**src/rtl/gcd_pkg.sv**
```systemverilog
// -----------------------------------------------------------------------------
// gcd_pkg
// Shared definitions for the GCD host controller: default operand width and
// watchdog limit, the host FSM state type and the result record.
// -----------------------------------------------------------------------------
package gcd_pkg;

   localparam int unsigned GCD_DW      = 8;
   localparam int unsigned GCD_TIMEOUT = 255;

   typedef enum logic [1:0] {
      ST_IDLE,
      ST_ISSUE,
      ST_WAIT,
      ST_HOLD
   } gcd_host_st_e;

   typedef struct packed {
      logic [GCD_DW-1:0] y;
      logic              err;
      logic              tmo;
   } gcd_res_t;

endpackage

```
**src/rtl/gcd_host_fifo.sv**
```systemverilog
// -----------------------------------------------------------------------------
// gcd_host_fifo
// Synchronous job FIFO holding {A,B} operand pairs (2*DW bits per entry).
// Ports:
//   CLK, RST_N         clock, asynchronous active-low reset (pointers only)
//   push_i / din_i     write request and data; ignored while full
//   pop_i / dout_o     read request and head-of-queue data; ignored while empty
//   full_o, empty_o    occupancy flags
// -----------------------------------------------------------------------------
module gcd_host_fifo #(
   parameter int unsigned DW    = 8,
   parameter int unsigned DEPTH = 4
) (
   input  logic            CLK,
   input  logic            RST_N,
   input  logic            push_i,
   input  logic [2*DW-1:0] din_i,
   input  logic            pop_i,
   output logic [2*DW-1:0] dout_o,
   output logic            full_o,
   output logic            empty_o
);

   localparam int unsigned AW = $clog2(DEPTH);

   // One extra pointer bit distinguishes full from empty when the indices match.
   logic [AW:0]     wr_q, wr_d, rd_q, rd_d;
   logic [2*DW-1:0] mem_q [DEPTH];
   logic            do_push, do_pop;

   assign full_o  = (wr_q[AW] != rd_q[AW]) && (wr_q[AW-1:0] == rd_q[AW-1:0]);
   assign empty_o = (wr_q == rd_q);
   assign do_push = push_i && !full_o;
   assign do_pop  = pop_i && !empty_o;
   assign dout_o  = mem_q[rd_q[AW-1:0]];

   always_comb begin
      wr_d = wr_q;
      rd_d = rd_q;
      if (do_push) wr_d = wr_q + (AW+1)'(1);
      if (do_pop)  rd_d = rd_q + (AW+1)'(1);
   end

   always_ff @(posedge CLK or negedge RST_N) begin
      if (!RST_N) begin
         wr_q <= '0;
         rd_q <= '0;
      end else begin
         wr_q <= wr_d;
         rd_q <= rd_d;
      end
   end

   always_ff @(posedge CLK) begin
      if (do_push) mem_q[wr_q[AW-1:0]] <= din_i;
   end

endmodule

```
**src/rtl/gcd_host.sv**
```systemverilog
// -----------------------------------------------------------------------------
// gcd_host
// Initiator for a GCD engine: queues operand pairs from an upstream valid/ready
// stream, issues one job at a time (START pulse, A/B held until DONE), guards
// each job with a watchdog and returns result/error/timeout downstream.
// Ports:
//   CLK, RST_N                      clock, asynchronous active-low reset
//   IN_VALID/IN_READY/IN_A/IN_B     upstream job stream (IN_READY = FIFO not full)
//   G_START/G_A/G_B                 engine request (START one cycle wide)
//   G_DONE/G_Y/G_ERROR              engine response, sampled only in WAIT
//   OUT_VALID/OUT_READY             downstream result handshake
//   OUT_Y/OUT_ERR/OUT_TMO/OUT_LAT   result, engine error, watchdog abort, latency
// Build option: define GCD_HOST_LATENCY_EN to report per-job WAIT-cycle latency
// on OUT_LAT; otherwise OUT_LAT is tied to zero.
// -----------------------------------------------------------------------------
module gcd_host
   import gcd_pkg::*;
#(
   parameter int unsigned DW      = GCD_DW,
   parameter int unsigned DEPTH   = 4,
   parameter int unsigned TIMEOUT = GCD_TIMEOUT
) (
   input  logic          CLK,
   input  logic          RST_N,
   input  logic          IN_VALID,
   output logic          IN_READY,
   input  logic [DW-1:0] IN_A,
   input  logic [DW-1:0] IN_B,
   output logic          G_START,
   output logic [DW-1:0] G_A,
   output logic [DW-1:0] G_B,
   input  logic          G_DONE,
   input  logic [DW-1:0] G_Y,
   input  logic          G_ERROR,
   output logic          OUT_VALID,
   input  logic          OUT_READY,
   output logic [DW-1:0] OUT_Y,
   output logic          OUT_ERR,
   output logic          OUT_TMO,
   output logic [15:0]   OUT_LAT
);

   localparam int unsigned WDW = $clog2(TIMEOUT + 1);

   gcd_host_st_e    st_q, st_d;
   logic            fifo_full, fifo_empty, fifo_push, fifo_pop;
   logic [2*DW-1:0] fifo_dout;
   logic [DW-1:0]   ga_q, ga_d, gb_q, gb_d, y_q, y_d;
   logic            err_q, err_d, tmo_q, tmo_d;
   logic [WDW-1:0]  wd_q, wd_d;
   logic            done_ev, tmo_ev;

   assign fifo_push = IN_VALID && !fifo_full;
   assign IN_READY  = !fifo_full;

   gcd_host_fifo #(.DW(DW), .DEPTH(DEPTH)) u_fifo (
      .CLK     (CLK),
      .RST_N   (RST_N),
      .push_i  (fifo_push),
      .din_i   ({IN_A, IN_B}),
      .pop_i   (fifo_pop),
      .dout_o  (fifo_dout),
      .full_o  (fifo_full),
      .empty_o (fifo_empty)
   );

   // DONE is qualified by WAIT so a level left over from the previous job is
   // never taken as completion; DONE has priority over watchdog expiry.
   assign done_ev = (st_q == ST_WAIT) && G_DONE;
   assign tmo_ev  = (st_q == ST_WAIT) && !G_DONE && (wd_q == WDW'(TIMEOUT - 1));

   always_ff @(posedge CLK or negedge RST_N) begin
      if (!RST_N) st_q <= ST_IDLE;
      else        st_q <= st_d;
   end

   always_comb begin
      st_d = st_q;
      unique case (st_q)
         ST_IDLE:  if (!fifo_empty)        st_d = ST_ISSUE;
         ST_ISSUE:                         st_d = ST_WAIT;
         ST_WAIT:  if (done_ev || tmo_ev)  st_d = ST_HOLD;
         ST_HOLD:  if (OUT_READY)          st_d = ST_IDLE;
         default:                          st_d = ST_IDLE;
      endcase
   end

   always_comb begin
      G_START   = (st_q == ST_ISSUE);
      OUT_VALID = (st_q == ST_HOLD);
      fifo_pop  = (st_q == ST_IDLE) && !fifo_empty;
   end

   always_comb begin
      ga_d  = ga_q;
      gb_d  = gb_q;
      y_d   = y_q;
      err_d = err_q;
      tmo_d = tmo_q;
      wd_d  = wd_q;
      if (fifo_pop) {ga_d, gb_d} = fifo_dout;
      if (st_q == ST_ISSUE)     wd_d = '0;
      else if (st_q == ST_WAIT) wd_d = wd_q + WDW'(1);
      if (done_ev) begin
         y_d   = G_Y;
         err_d = G_ERROR;
         tmo_d = 1'b0;
      end else if (tmo_ev) begin
         y_d   = '0;
         err_d = 1'b0;
         tmo_d = 1'b1;
      end
   end

   always_ff @(posedge CLK or negedge RST_N) begin
      if (!RST_N) begin
         ga_q  <= '0;
         gb_q  <= '0;
         y_q   <= '0;
         err_q <= 1'b0;
         tmo_q <= 1'b0;
         wd_q  <= '0;
      end else begin
         ga_q  <= ga_d;
         gb_q  <= gb_d;
         y_q   <= y_d;
         err_q <= err_d;
         tmo_q <= tmo_d;
         wd_q  <= wd_d;
      end
   end

   assign G_A     = ga_q;
   assign G_B     = gb_q;
   assign OUT_Y   = y_q;
   assign OUT_ERR = err_q;
   assign OUT_TMO = tmo_q;

`ifdef GCD_HOST_LATENCY_EN
   // Loaded with 1 in ISSUE so the first WAIT cycle already reads 1.
   logic [15:0] lat_q, lat_d, lat_out_q, lat_out_d;

   always_comb begin
      lat_d     = lat_q;
      lat_out_d = lat_out_q;
      if (st_q == ST_ISSUE)                      lat_d = 16'd1;
      else if (st_q == ST_WAIT && lat_q != '1)   lat_d = lat_q + 16'd1;
      if (done_ev || tmo_ev)                     lat_out_d = lat_q;
   end

   always_ff @(posedge CLK or negedge RST_N) begin
      if (!RST_N) begin
         lat_q     <= '0;
         lat_out_q <= '0;
      end else begin
         lat_q     <= lat_d;
         lat_out_q <= lat_out_d;
      end
   end

   assign OUT_LAT = lat_out_q;
`else
   assign OUT_LAT = '0;
`endif

endmodule

```
**config.mk**
```make
export PLATFORM = sky130hd
export DESIGN_NAME = gcd_host
export DESIGN_NICKNAME = d
export VERILOG_FILES = /design/src/rtl/gcd_pkg.sv /design/src/rtl/gcd_host_fifo.sv /design/src/rtl/gcd_host.sv
export SDC_FILE = /design/constraint.sdc
export NUM_CORES = 1
export LEC_CHECK = 0
export CELL_PAD_IN_SITES_DETAIL_PLACEMENT = 0
export CELL_PAD_IN_SITES_GLOBAL_PLACEMENT = 1
export CORE_ASPECT_RATIO = 1.4
export CORE_MARGIN = 1
export CORE_UTILIZATION = 44
export DETAILED_ROUTE_END_ITERATION = 10
export GPL_ROUTABILITY_DRIVEN = 0
export PLACE_DENSITY_LB_ADDON = 0.05
export SLEW_MARGIN = 20
export SYNTH_ARGS = -nofsm -noshare
export SYNTH_HDL_FRONTEND = slang
export SYNTH_HIERARCHICAL = 1
export SYNTH_SLANG_ARGS = --single-unit
export TNS_END_PERCENT = 10
```
**constraint.sdc**
```tcl
create_clock -name CLK -period 2.55 [get_ports CLK]
set_input_delay 0.765 -clock CLK [delete_from_list [all_inputs] [get_ports CLK]]
set_output_delay 0.765 -clock CLK [all_outputs]
set_load 0.03 [all_outputs]
```
==> impl_metrics.env, run 1 <==
export IMPL_drc=0
export IMPL_layout_min_cycle_time_ps=2430
export IMPL_drtIter0Drc=99
export IMPL_dp_hpwl_mm=5.31
export IMPL_ys_warn_count=6
export IMPL_cp_max_fo=4
export IMPL_pin_count=75
export IMPL_status="finished clean"
export IMPL_holdPathStages=1
export IMPL_cts_setup_buffers=0
export IMPL_synth_fa_ha_area_share_pct=3.03
export IMPL_rows=43
export IMPL_clock_skew_ps=6.12
export IMPL_setup_worst_path_start="st_q[1]"
export IMPL_synth_top_area_share_pct=42.2
export IMPL_synth_most_common_cell="edfxtp_1"
export IMPL_vdd_drop_max_mv=0.506
export IMPL_final_core_util_pct=56.0
export IMPL_antenna_found_initial=0
export IMPL_ctsResizeCount=0
export IMPL_synth_main_ff_cell="edfxtp_1"
export IMPL_start_util_pct=45.7
export IMPL_regToRegEndpoint="u_fifo/mem_q[0][5]"
export IMPL_crit_path_cell_trace="inv_1 -> ha_1 -> clkdlybuf4s50_1"
export IMPL_crit_type="flip-flop to output port"
export IMPL_die_w_um=87.9
export IMPL_cp_required_ps=1790
export IMPL_p_switching_uw=2570
export IMPL_worst_pin_slew_ps=596
export IMPL_maxCapViolCount=0
export IMPL_yosysTopAreaCell="edfxtp_1"
export IMPL_cts_buffers=9
export IMPL_worstHoldPathType="flip-flop to flip-flop"
export IMPL_p_leak_uw=0.00218
export IMPL_fill_cells=822
export IMPL_met1Wirelength_mm=3.49
export IMPL_worstHoldEndpoint="G_B[0]"
export IMPL_synth_distinct_cells=40
export IMPL_yosys_top_cells_area="edfxtp_1 42%, dfrtp_1 23%, mux4_2 5.9%"
export IMPL_fin_nets=404
export IMPL_clk_path_buf_depth=2
export IMPL_ant_nets=0
export IMPL_slew_headroom_pct=60.3
export IMPL_slowest_delay_ps=670
export IMPL_wirelength_mm=7.93
export IMPL_synth_compound_area_share_pct=3.99
export IMPL_worstHoldStart="G_B[0]"
export IMPL_htreeDepth=3
export IMPL_worstPathArrival_ps=1670
export IMPL_yosys_mux_area_fraction_pct=12.9
export IMPL_setup_violations=0
export IMPL_wl_met2_mm=3.96
export IMPL_diodes=0
export IMPL_routed_top_layer="met4"
export IMPL_coreArea_um2=9950
export IMPL_io_buffers=58
export IMPL_final_cell_count_no_fill=503
export IMPL_layout_drive_gt1_share_pct=14.4
export IMPL_syn_area_per_cell_um2=15.6
export IMPL_area_growth_pct=22.5
export IMPL_syn_area_um2=4550
export IMPL_ys_async_sr_fraction_pct=39.6
export IMPL_switching_share_pct=36.6
export IMPL_synthTopCellsByCount="64 x edfxtp_1, 42 x dfrtp_1, 22 x nand2_1"
export IMPL_cts_tree="done"
export IMPL_root_buffer="clkbuf_16"
export IMPL_die_height_um=122
export IMPL_grt_pass1_wl_mm=12.9
export IMPL_final_hold_violation_count=0
export IMPL_dr_pass1_iters=4
export IMPL_synthSimpleGateAreaFrac_pct=7.07
export IMPL_ys_seq_elements=106
export IMPL_r2r_slack_ps=480
export IMPL_clk_pin_slew_ps=70
export IMPL_power_frac_seq_pct=38.1
export IMPL_synth_xor_area_share_pct=2.42
export IMPL_gr_total_overflow=0
export IMPL_dp_cells=487
export IMPL_synth_edf_count=64
export IMPL_cp_start_kind="flip-flop"
export IMPL_comb_power_share_pct=43.2
export IMPL_r2r_start="u_fifo/rd_q[2]"
export IMPL_synth_top_family_by_area="multiplexers"
export IMPL_power_density_nw_per_um2=1260
export IMPL_grt_usage_pct=16.4
export IMPL_cp_slowest_cell="clkdlybuf4s50_1"
export IMPL_cts_hold_buf=0
export IMPL_cp_end_kind="output port"
export IMPL_p_clk_share_pct=18.7
export IMPL_routed_via_count=2467
export IMPL_syn_inst=291
export IMPL_cts_sinks=106
export IMPL_route_met3_wl_um=301
export IMPL_clk_latency_ps=340
export IMPL_timing_fmax_ghz=0.411
export IMPL_via_per_inst=4.90
export IMPL_finalSetupTns_ps=0
export IMPL_grt_max_degree=43
export IMPL_rsz0062_at_grt="false"
export IMPL_drv_slew=0
export IMPL_die_area_um2=10800
export IMPL_period_share_pct=95.5
export IMPL_grt_pass1_vias=2512
export IMPL_synth_seq_area_share_pct=65.3
export IMPL_rr_worst_depth=9
export IMPL_p_int_uw=4450
export IMPL_wire_per_inst_um=15.8
state kept, by name, indices dropped and copies added (netlist names):
register / count
OUT_TMO: 1
OUT_Y: 8
OUT_ERR: 1
wd_q: 8
u_fifo/wr_q: 3
u_fifo/mem_q: 64
G_A: 8
st_q: 2
u_fifo/rd_q: 3
G_B: 8
layer usage:
layer  GRT usage (%)  up-vias
li1                -     1178
met4            7.68        0
met2            26.9       46
met3            3.43       13
met5               0        -
met1            20.8     1230
through the flow:
| stage | cell area (um2) | setup slack (ps) | hold WS (ps) | power (uW) |
|---|---|---|---|---|
| 3_5_place_dp | 5290 | 86.1 | 475 | 5800 |
| 5_1_grt | 5570 | 34.1 | 503 | 7470 |
| 4_1_cts | 5570 | 91.9 | 492 | 7140 |
| 3_3_place_gp | 5290 | 124 | 467 | 5750 |
| 2_1_floorplan | 4610 | 316 | 469 | 4780 |
| 6_report | 5570 | 116 | 486 | 7020 |
cells by family after synthesis:
family | after synthesis
buf+inv | 40
compound gates | 23
flops | 106
fa+ha+maj | 11
other cells | 1
xor+xnor | 10
simple gates | 65
mux | 35
area by class of cell:
| class | instances | area, um2 | share of cell area [%] |
|---|---|---|---|
| Tap cell | 135 | 169 | 3.03 |
| Sequential cell | 106 | 2970 | 53.3 |
| Inverter | 13 | 48.8 | 0.875 |
| Clock inverter | 7 | 58.8 | 1.05 |
| Clock buffer | 9 | 225 | 4.04 |
| Timing Repair Buffer | 73 | 698 | 12.5 |
| Multi-Input combinational cell | 160 | 1400 | 25.1 |
cell usage in the layout (no fill, tap or decap), types with 2 or more instances in the layout:
cell,instances
ha_1,11
a21o_1,3
xor2_1,3
a31oi_1,2
inv_6,2
nand2_1,22
xnor2_2,2
mux4_2,12
dfrtp_1,42
inv_8,2
clkbuf_16,9
edfxtp_1,64
clkdlybuf4s50_1,56
mux2_1,18
nand3_1,15
o22ai_1,3
and2_1,5
and3_1,3
xnor2_1,4
mux4_1,4
nor2_1,6
clkinv_2,2
conb_1,16
nor3b_1,2
o21ai_0,2
buf_4,15
inv_1,13
nand4_1,3
nand2b_1,2
nor2b_1,4
a21oi_1,7
worst max-delay path by stage:
stage                               endpoint  depth (start not counted)
after floorplan           u_fifo/mem_q[0][0]                          9
after global placement    u_fifo/mem_q[0][4]                          7
after detailed placement  u_fifo/mem_q[0][0]                          7
after CTS                            G_START                          3
after global routing                 G_START                          3
final                                G_START                          3
critical path, delay by kind of cell, from the launching register on:
family	cells	cell delay, ps
buf+inv	2	760
fa+ha+maj	1	160
flops	1	410
power by group through the flow:
stage / combinational, uW / sequential, uW / clock [uW]
finish: 3040 / 2680 / 1310
global placement: 3050 / 2700 / 0
CTS: 3100 / 2690 / 1360
floorplan: 1720 / 3060 / 0
global route: 3320 / 2740 / 1410
detailed placement: 3080 / 2720 / 0
No activity file was read; power rests on OpenSTA's default activity.
==> run 2, diff against run 1 <==
CAP_MARGIN = 20   (was default)
==> results of run 2 <==
The final DEF is identical to that of run 1; final timing and power are the same.
